--- src/rtl/activation_frame_packer.sv ---
// Serial-to-frame packer: converts signed samples to the lane Q format with saturation,
// commits NUM lanes at once into the cascade, holds them to settle, then presents them downstream.
module activation_frame_packer #(
   parameter int NUM           = 4,
   parameter int WIDTH         = 16,
   parameter int DECIMAL_POINT = 14,
   parameter int IN_WIDTH      = 16,
   parameter int IN_FRAC       = 8,
   parameter int HOLD_CYCLES   = 4
) (
   input  logic                   clk,
   input  logic                   rst,
   input  logic                   s_valid,
   output logic                   s_ready,
   input  logic [IN_WIDTH-1:0]    s_data,
   input  logic                   s_last,
   output logic [NUM*WIDTH-1:0]   out_signal,
   output logic                   out_valid,
   input  logic                   out_ready,
   output logic                   frame_err,
   output logic [15:0]            frame_count
);

   localparam int SH   = DECIMAL_POINT - IN_FRAC;
   localparam int SHL  = (SH > 0) ? SH : 0;
   localparam int SHR  = (SH < 0) ? -SH : 0;
   localparam int EW   = ((IN_WIDTH + SHL > WIDTH) ? IN_WIDTH + SHL : WIDTH) + 1;
   localparam int IDXW = (NUM > 1) ? $clog2(NUM) : 1;
   localparam int HW   = (HOLD_CYCLES > 0) ? $clog2(HOLD_CYCLES + 1) : 1;

   typedef enum logic [1:0] {FILL = 2'd0, HOLD = 2'd1, PRESENT = 2'd2} state_e;

   // Widened so the shift never overflows before the saturation compare.
   function automatic logic [WIDTH-1:0] convert(input logic [IN_WIDTH-1:0] d);
      logic signed [EW-1:0] v;
      logic signed [EW-1:0] max_v;
      logic signed [EW-1:0] min_v;
      logic [WIDTH-1:0]     r;
      v     = {{(EW-IN_WIDTH){d[IN_WIDTH-1]}}, d};
      v     = (v <<< SHL) >>> SHR;
      max_v = {{(EW-WIDTH+1){1'b0}}, {(WIDTH-1){1'b1}}};
      min_v = {{(EW-WIDTH+1){1'b1}}, {(WIDTH-1){1'b0}}};
      if (v > max_v) begin
         r = max_v[WIDTH-1:0];
      end else if (v < min_v) begin
         r = min_v[WIDTH-1:0];
      end else begin
         r = v[WIDTH-1:0];
      end
      return r;
   endfunction

   state_e                       state_q, state_d;
   logic [IDXW-1:0]              idx_q, idx_d;
   logic [HW-1:0]                hold_q, hold_d;
   logic [NUM-1:0][WIDTH-1:0]    shadow_q, shadow_d;
   logic [NUM*WIDTH-1:0]         out_q, out_d;
   logic                         err_q, err_d;
   logic [15:0]                  count_q, count_d;
   logic                         accept_s;
   logic                         end_s;
   logic [WIDTH-1:0]             conv_s;

   assign accept_s = s_valid && (state_q == FILL);
   assign end_s    = accept_s && (s_last || (idx_q == IDXW'(NUM - 1)));
   assign conv_s   = convert(s_data);

   // State and datapath registers
   always_ff @(posedge clk or negedge rst) begin
      if (!rst) begin
         state_q  <= FILL;
         idx_q    <= '0;
         hold_q   <= '0;
         shadow_q <= '0;
         out_q    <= '0;
         err_q    <= 1'b0;
         count_q  <= 16'd0;
      end else begin
         state_q  <= state_d;
         idx_q    <= idx_d;
         hold_q   <= hold_d;
         shadow_q <= shadow_d;
         out_q    <= out_d;
         err_q    <= err_d;
         count_q  <= count_d;
      end
   end

   // Next-state logic and hold countdown
   always_comb begin
      state_d = state_q;
      hold_d  = hold_q;
      case (state_q)
         FILL: begin
            if (end_s) begin
               hold_d  = HW'(HOLD_CYCLES);
               state_d = (HOLD_CYCLES == 0) ? PRESENT : HOLD;
            end else begin
               state_d = FILL;
            end
         end
         HOLD: begin
            hold_d = hold_q - HW'(1);
            if (hold_q == HW'(1)) begin
               state_d = PRESENT;
            end else begin
               state_d = HOLD;
            end
         end
         PRESENT: begin
            if (out_ready) begin
               state_d = FILL;
            end else begin
               state_d = PRESENT;
            end
         end
         default: begin
            state_d = FILL;
         end
      endcase
   end

   // Shadow fill, frame commit (zero-padding lanes past the last sample), error and count
   always_comb begin
      idx_d    = idx_q;
      shadow_d = shadow_q;
      out_d    = out_q;
      err_d    = 1'b0;
      count_d  = count_q;
      if (accept_s) begin
         shadow_d[idx_q] = conv_s;
         if (end_s) begin
            idx_d = '0;
            err_d = s_last ^ (idx_q == IDXW'(NUM - 1));
            for (int i = 0; i < NUM; i++) begin
               if (i < int'(idx_q)) begin
                  out_d[i*WIDTH +: WIDTH] = shadow_q[i];
               end else if (i == int'(idx_q)) begin
                  out_d[i*WIDTH +: WIDTH] = conv_s;
               end else begin
                  out_d[i*WIDTH +: WIDTH] = '0;
               end
            end
         end else begin
            idx_d = idx_q + IDXW'(1);
         end
      end else begin
         idx_d = idx_q;
      end
      if ((state_q == PRESENT) && out_ready) begin
         count_d = count_q + 16'd1;
      end else begin
         count_d = count_q;
      end
   end

   // Output decode
   always_comb begin
      s_ready     = (state_q == FILL);
      out_valid   = (state_q == PRESENT);
      out_signal  = out_q;
      frame_err   = err_q;
      frame_count = count_q;
   end

endmodule

--- config.mk ---
export PLATFORM = sky130hd
export DESIGN_NAME = activation_frame_packer
export DESIGN_NICKNAME = d
export VERILOG_FILES = /design/src/rtl/activation_frame_packer.sv
export SDC_FILE = /design/constraint.sdc
export NUM_CORES = 1
export LEC_CHECK = 0
export ABC_AREA = 1
export BUFFER_PORTS_ARGS = -buffer_cell sky130_fd_sc_hd__buf_2
export CAP_MARGIN = 20
export CORE_AREA = 2 2 102 104
export CTS_BUF_LIST = sky130_fd_sc_hd__clkbuf_8
export DETAILED_ROUTE_END_ITERATION = 7
export DIE_AREA = 0 0 104 106
export PLACE_DENSITY_LB_ADDON = 0.2
export SLEW_MARGIN = 20
export SYNTH_ARGS = -nofsm -noshare
export SYNTH_HDL_FRONTEND = slang
export SYNTH_SLANG_ARGS = --single-unit
--- constraint.sdc ---
create_clock -name clk -period 1.93 [get_ports clk]
set_input_delay 0.0965 -clock clk [delete_from_list [all_inputs] [get_ports clk]]
set_output_delay 0.0965 -clock clk [all_outputs]
set_load 0.01 [all_outputs]
# Yosys cells after proc, flatten, opt, wreduce, memory -nomap -nowiden

Cells that the tools add are included.

Add/sub/neg operators: 3
$lt $le $gt $ge: 7
Equal/unequal tests: 8
Multiplexer cells: 21
Bitwise logic cells: 1
Reductions and logical operators: 10

Operators with widths:

| operator                                                        | number |
|---|---|
| two-way mux 16 bit                                              | 10 |
| bitwise mux 64 bit                                              | 1 |
| demux 16 bit (select 2 bit)                                     | 1 |
| greater-than comparator 22 x 16 -> 1 bit, second input constant | 1 |
| less-than comparator 22 x 16 -> 1 bit, second input constant    | 1 |
| adder 16 x 1 -> 16 bit, second input constant                   | 1 |
| two-way mux 2 bit                                               | 3 |
| case mux 2 bit (3 select lines)                                 | 1 |
| case mux 3 bit (2 select lines)                                 | 1 |
| == test 2 bit, first input constant                             | 2 |
| == test 2 bit, second input constant                            | 2 |
| logical AND 1 bit                                               | 4 |
| zero test 2 bit                                                 | 2 |
| less-than comparator 1 x 2 -> 1 bit, first input constant       | 2 |
| AND reduction 2 bit                                             | 2 |
| == test 3 x 1 -> 1 bit, second input constant                   | 1 |
| less-than comparator 2 x 3 -> 1 bit, second input constant      | 1 |
| two-way mux 1 bit                                               | 3 |
| two-way mux 3 bit                                               | 1 |
| subtractor 3 x 1 -> 3 bit, second input constant                | 1 |
| adder 2 x 1 -> 2 bit, second input constant                     | 1 |
| == test 1 x 2 -> 1 bit, first input constant                    | 1 |
| == test 2 x 1 -> 1 bit, second input constant                   | 1 |
| >= comparator 2 x 1 -> 1 bit, second input constant             | 1 |
| 5 further kinds                                                 | 5 |

Register bits: 152
Bits of input ports: 21
Output and inout bits: 83
Word-level logic and storage cells: 60

# Longest topological paths before layout

Gate-level depths: netlist (run 1).

Word-level depth: 5
Gate-level depth with buffers: 10
Mapped depth without buffers: 10

# Least setup slack after synthesis (run 1)

No wires, ideal clock.

Kind: reg2reg
From: register idx_q[1]
To: register out_q[54] (netlist: out_signal[54])
Setup time: 0.119 ns
Data arrival time: 1.580 ns
Required time: 1.811 ns
Slack: 0.231 ns
Stages on the path, launching flop included: 10
Path buffers: 1
Clock period less this slack: 1.699 ns
Path through: dfrtp_1 > ha_1 > inv_1 > ha_1 > inv_1 > nand2_8 > nor2_8 > inv_2 > buf_6 > o21ai_2

Cells in the longest elaborated chain, start to end: 4
Elaborated cells between the ends (all ways): 6
Those cells by class: eq/ne (2); mux (1); reduce/logical (3)

RTL lines:

| element                       | RTL line | source |
|---|---|---|
| from (decl)                   | 54       | `logic [IDXW-1:0] idx_q, idx_d;` |
| from (signal assigned)        | 80       | `idx_q <= idx_d;` |
| == test 2 bit                 | 65       | `assign end_s = accept_s && (s_last \|\| (idx_q == IDXW'(NUM - 1)));` |
| logical OR 1 bit              | 65       |  |
| logical AND 1 bit             | 65       |  |
| AND reduction 2 bit (no line) | n/a      |  |
| to (signal assigned)          | 83       | `out_q <= out_d;` |
| to (decl)                     | 57       | `logic [NUM*WIDTH-1:0] out_q, out_d;` |

Several ways; a longest one is shown, not always the timed one.
A chain may end at the register's enable or synchronous reset.

# Worst setup path in the final report (run 1)

From: register idx_q[0]
To: register out_q[40] (netlist: out_signal[40])

Same word-level chain as after synthesis.

==> results.md, run 1 <==
* RSZ-0062 raised after global routing: no
* Flops & latches, synth at 101
* Final critical-path required period at 1.778 ns
* Die ar. at 0.01102 sq mm
* Cell area after synthesis at 0.004863 sq mm
* Core Area at 0.01000 sq mm
* Finished Cell Area at 0.005614 sq mm
* Max VDD drop at 0.0007487 V
* GR Util All Layers at 20.48%
* Post-Syn Nets at 590
* Worst-skew pair later-pin latency at about 0.37 ns
* Initial Utilization at 48.64%
* Ys Warns at 0
* Die extent in y at between 100 and 150 um
* Clk root buf: clkbuf_8
* Max Clock Skew at 0.008987 ns
* Fillers at around 950
* Static Leakage at 3.075 nW
* Avg Inst Size Synth at 8.669 sq um
* Number of synthesized flops with an enable pin at 0
* Detailed Place HPWL at 7613 um
* Commonest non-fill, non-tap cells in the layout: 142 x nand2_1, 102 x buf_2, 101 x dfrtp_1
* GRT overflow at 0
* Setup crit end kind: flip-flop
* FF-to-FF setup slack at 0.15 ns
* Initial antenna violation count at 0
* Wire per inst at 13.47 um
* Starting DRT DRC Count at 199
* Sum of negative setup slack at 0 ns
* Slew HR at 59.33%
* Total CTS buffers at 9
* Fin. Hold Viols at 0
* Post-Synthesis Cells at about 560
* Pre-antenna DRT Iters at 5
* Area Growth Syn to Fin at 15.44%
* Ys async rst share at 100.0%
* Status: finished clean
* Max_cap viols at 0
* Vias in the first global route at around 3700
* Power density over cell area at 1355 mW/mm^2
* Antenna cells at 0
* Worst hold-check path type: input port to flip-flop
* CTS tree: built
* Row cnt at 37
* Critical path data required time at 2.22 ns
* Distinct cells, synth at 36
* Setup-failing EPs final at 0
* Port Buffers at 103
* Slew @ Worst Pin at 0.6086 ns
* CTS Buffer Depth at 2
* Final GP Congestion at 0.7584
* Die width at about 100 um
* Clock transition at path regs at 0.10 ns
* WL final at 10610 um
* Arrival @ worst endpoint at around 2.1 ns
* DRC at 0
* H-tree depth at 3
* Via density at 4.902
* F_max at 562.5 MHz
* Fraction of layout cells with a size suffix above 1 at 26.84%
* Largest net degree at the start of global routing at 49
* Final #Nets at around 680
* CP Launch Type: flip-flop
* Final period util at 92.11%
* Synth Flop Type: dfrtp_1
* Global-route wire length before repair at 18150 um
* Antenna-violating nets left at 0
* IO Count at 104
* Seq/Total Area, Yosys at 51.97%
* Vias at about 3900
* Clock sink total at 101
* Max Slew Vio Count at 0
* CP Class: flip-flop to flip-flop
* Most common cell after layout, fill and taps aside: nand2_1
* CP max FO at 32
* Area after DPL at 0.005393 sq mm
* Final Util at 56.14%
## final timing paths
path,start,to,depth (start not counted)
max,idx_q[0]$_DFFE_PN0P_,out_signal[40]$_DFFE_PN0P_,10
max in group asynchronous,rst,out_signal[46]$_DFFE_PN0P_,3
min in group asynchronous,rst,out_signal[42]$_DFFE_PN0P_,2
min,out_ready,state_q[1]$_DFF_PN0_,4
min reg2reg,out_signal[57]$_DFFE_PN0P_,out_signal[57]$_DFFE_PN0P_,2
max reg2reg,idx_q[0]$_DFFE_PN0P_,out_signal[40]$_DFFE_PN0P_,10
## cells in the mapped netlist, drive strengths merged, types with 4 or more instances
master / count / area [sq um]
a21oi: 43 / 215.2
or2: 16 / 100.1
clkbuf: 4 / 15.01
buf: 38 / 266.5
nand2: 145 / 565.5
inv: 65 / 244.0
ha: 8 / 100.1
o21ai: 63 / 352.8
nand3: 31 / 177.7
dfrtp: 101 / 2527
nor2: 28 / 143.9
xor2: 4 / 35.03
## state kept, by name, summed over array words and instances (netlist names)
signal,count
frame_count,16
frame_err,1
hold_q,3
idx_q,2
out_signal,44
shadow_q,33
state_q,2
## logic make-up after synthesis
logic type,synth area share [%]
compound gates,12.58
xor+xnor,1.261
fa+ha+maj,2.058
buf+inv,10.99
flops,51.97
simple gates,21.15
## report_power, final
part / switching [W] / total [W] / leakage (nW) / internal, W
clock: 0.000767 / 0.00137 / 0.0976 / 0.000607
sequential: 0.000471 / 0.00335 / 1.30 / 0.00288
combinational: 0.00170 / 0.00289 / 1.68 / 0.00119
total: 0.00294 / 0.00761 / 3.07 / 0.00467
## worst max-delay path: stages (launching register included)
cell     delay, ns
dfrtp_1       0.41
ha_1          0.24
inv_1         0.10
ha_2          0.24
inv_2         0.08
nand2_8       0.17
buf_12        0.21
nand2_1       0.07
inv_1         0.05
a21oi_1       0.03
o21ai_1       0.09
## cell type report
| type | instances | area, sq um | area share, % |
|---|---|---|---|
| clock inverters | 7 | 75.07 | 1.337 |
| inverters | 66 | 255.2 | 4.546 |
| repair buffers | 117 | 650.6 | 11.59 |
| clock buffers | 9 | 123.9 | 2.206 |
| flip-flops and latches | 101 | 2527 | 45.02 |
| well taps | 136 | 170.2 | 3.031 |
| multi-input cells | 352 | 1812 | 32.27 |
## per-stage QoR
stage               worst slack, ns  cells  power, W  hold WS (ns)
finish                       0.1522    788  0.007608       0.03468
CTS                         0.04307    788  0.007682       0.02305
floorplan                    0.2315    561  0.005396       -0.1991
global placement             0.1594    771  0.006184       0.09212
detailed placement          0.06267    771  0.006286        0.1012
global route                0.03422    788  0.008217       0.02331
## repair_timing
item	4_1_cts	5_1_grt
endpoints found under the setup margin	0	27
resized for setup	0	5
setup buffers	0	0
hold buffers	1	0
hold endpoints to repair	33	0
## metal layers
layer	wire, um	part of all wire (%)	track usage, %
met4	214	2.0	7.239
met5	0	0	0
met2	5232	49	33.36
met3	351	3.3	3.985
met1	4814	45	27.51
(Power assumes the default switching activity.)
==> run 2: changes to the inputs <==
CAP_MARGIN = unset   (was 20)
CORE_AREA = 2 2 100 102   (was 2 2 102 104)
DIE_AREA = 0 0 102 104   (was 0 0 104 106)
==> run 2 against run 1 <==
  * Register-to-register slack improved by 0.03 ns
  * Sequential share of layout area increased by 0.050 points
  * Critical endpoint is now hold_q[0]$_DFFE_PN0P_
  * Final area decreased by 0.11%
  * Sequential power about the same
  * Cell count decreased by 0.51%
  * Largest power group unchanged
  * Critical path type unchanged
  * Power increased by 0.22%
  * Hold slack improved by 0.0096 ns
  * Combinational power about the same
  * Die area decreased by 3.8%
  * Wire length decreased by 1.9%
  * Clock power about the same
==> results.md, run 2 (synthesis results as in run 1) <==
* Status: finished clean
* Max Slew Vio Count at 0 (unchanged)
* Worst Setup EP: hold_q[0]$_DFFE_PN0P_
* Wire per inst at 13.27 um (-1.4%)
* Pre-antenna DRT Iters at 4 (-1)
* Sum of negative setup slack at 0 ns (unchanged)
* Post-route setup slack at 0.1809 ns (+0.02868 ns)
* Static Leakage at 3.078 nW (+0.11%)
* F_max at 571.7 MHz (+1.6%)
* CTS tree: built
* FF-to-FF setup slack at 0.18 ns (+0.03 ns)
* Final GP Congestion at 0.8202 (+8.1%)
* GRT overflow at 0 (unchanged)
* Initial antenna violation count at 0 (unchanged)
* CTS Buffer Depth at 2 (unchanged)
* Slew HR at 59.36% (about the same)
* CP Class: flip-flop to flip-flop
* Starting DRT DRC Count at 145 (-27%)
* Max_cap viols at 0 (unchanged)
* Vias in the first global route at 3641 (-2.4%)
* Fillers at 926 (-2.3%)
* WL final at 10410 um (-1.9%)
* RSZ-0062 raised after global routing: no
* H-tree depth at 3 (unchanged)
* Final #Nets at 675 (-0.15%)
* RR Endpoint: hold_q[0]$_DFFE_PN0P_
* Met2 wire length at 5030 um (-3.9%)
* GR Util All Layers at 20.86% (+0.38 points)
* Final critical-path required period at 1.749 ns (-0.02868 ns)
* Critical R2R Launch: idx_q[0]$_DFFE_PN0P_
* Antenna-violating nets left at 0 (unchanged)
* Row cnt at 36 (-2.7%)
* Worst r2r path cells at 8 (-2)
* Max Clock Skew at 0.01033 ns (+0.001338 ns)
* IO Count at 104 (unchanged)
* Commonest non-fill, non-tap cells in the layout: 142 x nand2_1, 102 x buf_2, 101 x dfrtp_1
* Die ar. at 0.01061 sq mm (-3.8%)
* Die extent in y at 104 um (-1.9%)
* Largest net degree at the start of global routing at 102 (+110%)
* Slew @ Worst Pin at 0.6082 ns (-0.0004350 ns)
* Area Growth Syn to Fin at 15.31%
* Fraction of layout cells with a size suffix above 1 at 26.73% (-0.11 points)
* CP max FO at 30 (-6.3%)
* Clock transition at path regs at 0.11 ns (about the same)
* DRC at 0 (unchanged)
* Max layer used: met4
* Clk root buf: clkbuf_8
* Antenna cells at 0 (unchanged)
* Met3 WL at 432 um (+23%)
* Worst-skew pair later-pin latency at 0.38 ns (about the same)
* Initial Utilization at 50.93% (+2.3 points)
* Global-route wire length before repair at 17500 um (-3.6%)
* Pre-CTS setup slack at 0.06839 ns (+0.005720 ns)
* Worst hold-check path type: input port to flip-flop
* Critical path data required time at 2.23 ns (about the same)
* Final period util at 90.63% (-1.5 points)
* Core Area at 0.009549 sq mm (-4.5%)
* Final Power at 0.007625 W (+0.22%)
* Setup crit end kind: flip-flop
* CP Launch Type: flip-flop
* Total CTS buffers at 9 (unchanged)
* Detailed Place HPWL at 7185 um (-5.6%)
* Max VDD drop at 0.0008762 V (+17%)
* Largest register FFs at 44 (unchanged)
* Die width at 102 um (-1.9%)
* Fin. Hold Viols at 0 (unchanged)
* Worst Setup SP: idx_q[0]$_DFFE_PN0P_
* Power density over cell area at 1360 mW/mm^2 (+0.33%)
* Most common cell after layout, fill and taps aside: nand2_1
* DRT met1 WL at 4772 um (-0.87%)
* Arrival @ worst endpoint at 2.05 ns (-0.02 ns)
* Setup-failing EPs final at 0 (unchanged)
* Port Buffers at 103 (unchanged)
* Vias at 3869 (+0.16%)
* Clock sink total at 101 (unchanged)
* Via density at 4.935 (+0.67%)
## run 2: cell types whose count changed in the layout (fill, tap and decap cells not counted), sizes merged
cell,change
buf,-1
clkinvlp,-2
clkinv,+3
inv,-1
## run 2: worst min path at each step
stage               startpoint                         end  depth (start not counted)
detailed placement         rst        state_q[1]$_DFF_PN0_                          2
CTS                  out_ready        state_q[1]$_DFF_PN0_                          4
global placement           rst        state_q[1]$_DFF_PN0_                          2
global route        s_data[15]  out_signal[31]$_DFFE_PN0P_                          3
finish               out_ready        state_q[1]$_DFF_PN0_                          4
floorplan                  rst  frame_count[0]$_DFFE_PN0P_                          0
## run 2: layout make-up
| cell class | count | area [sq um] | share of cell area, % |
|---|---|---|---|
| sequential | 101 | 2527 | 45.07 |
| tap | 133 | 166.4 | 2.967 |
| inverter | 66 | 255.2 | 4.552 |
| timing repair buffer | 116 | 643.1 | 11.47 |
| multi-input combinational | 352 | 1809 | 32.26 |
| clock buffer | 9 | 123.9 | 2.209 |
| clock inverter | 7 | 82.58 | 1.473 |
## run 2: power by group
group / leakage [nW] / switching, W / internal (W) / total [W]
Clock: 0.104 / 0.000787 / 0.000618 / 0.00140
Combinational: 1.68 / 0.00170 / 0.00118 / 0.00288
Sequential: 1.30 / 0.000467 / 0.00288 / 0.00334
Total: 3.08 / 0.00295 / 0.00467 / 0.00763
## run 2: stage by stage
stage / hold slack, ns / cell area [sq um] / cells / util [%]
2_1_floorplan: -0.1991 / 4863 / 561 / -
3_3_place_gp: 0.2084 / 5374 / 766 / 56.28
3_5_place_dp: 0.2068 / 5374 / 766 / 56.28
4_1_cts: 0.03012 / 5590 / 783 / 58.54
5_1_grt: 0.08240 / 5608 / 784 / 58.73
6_report: 0.04431 / 5608 / 784 / 58.73
## run 2: critical path: stages, from the launching register on
cell,delay (ns)
dfrtp_1,0.40
ha_1,0.23
inv_1,0.09
ha_1,0.23
inv_2,0.08
nand2_8,0.18
buf_12,0.21
nand2_1,0.08
o21ai_0,0.16
## run 2: repair_timing
item                                    4_1_cts  5_1_grt
buffers inserted                              0        1
resized for setup                             0        4
endpoints found under the setup margin        0       32
hold buffers                                  1        0
hold endpoints to repair                    101        0
## run 2: per-layer routing
metal / GRT usage, % / vias up
met5: 0 / -
met4: 6.095 / 0
met3: 5.309 / 16
met2: 33.22 / 82
met1: 28.18 / 1836
li1: - / 1935
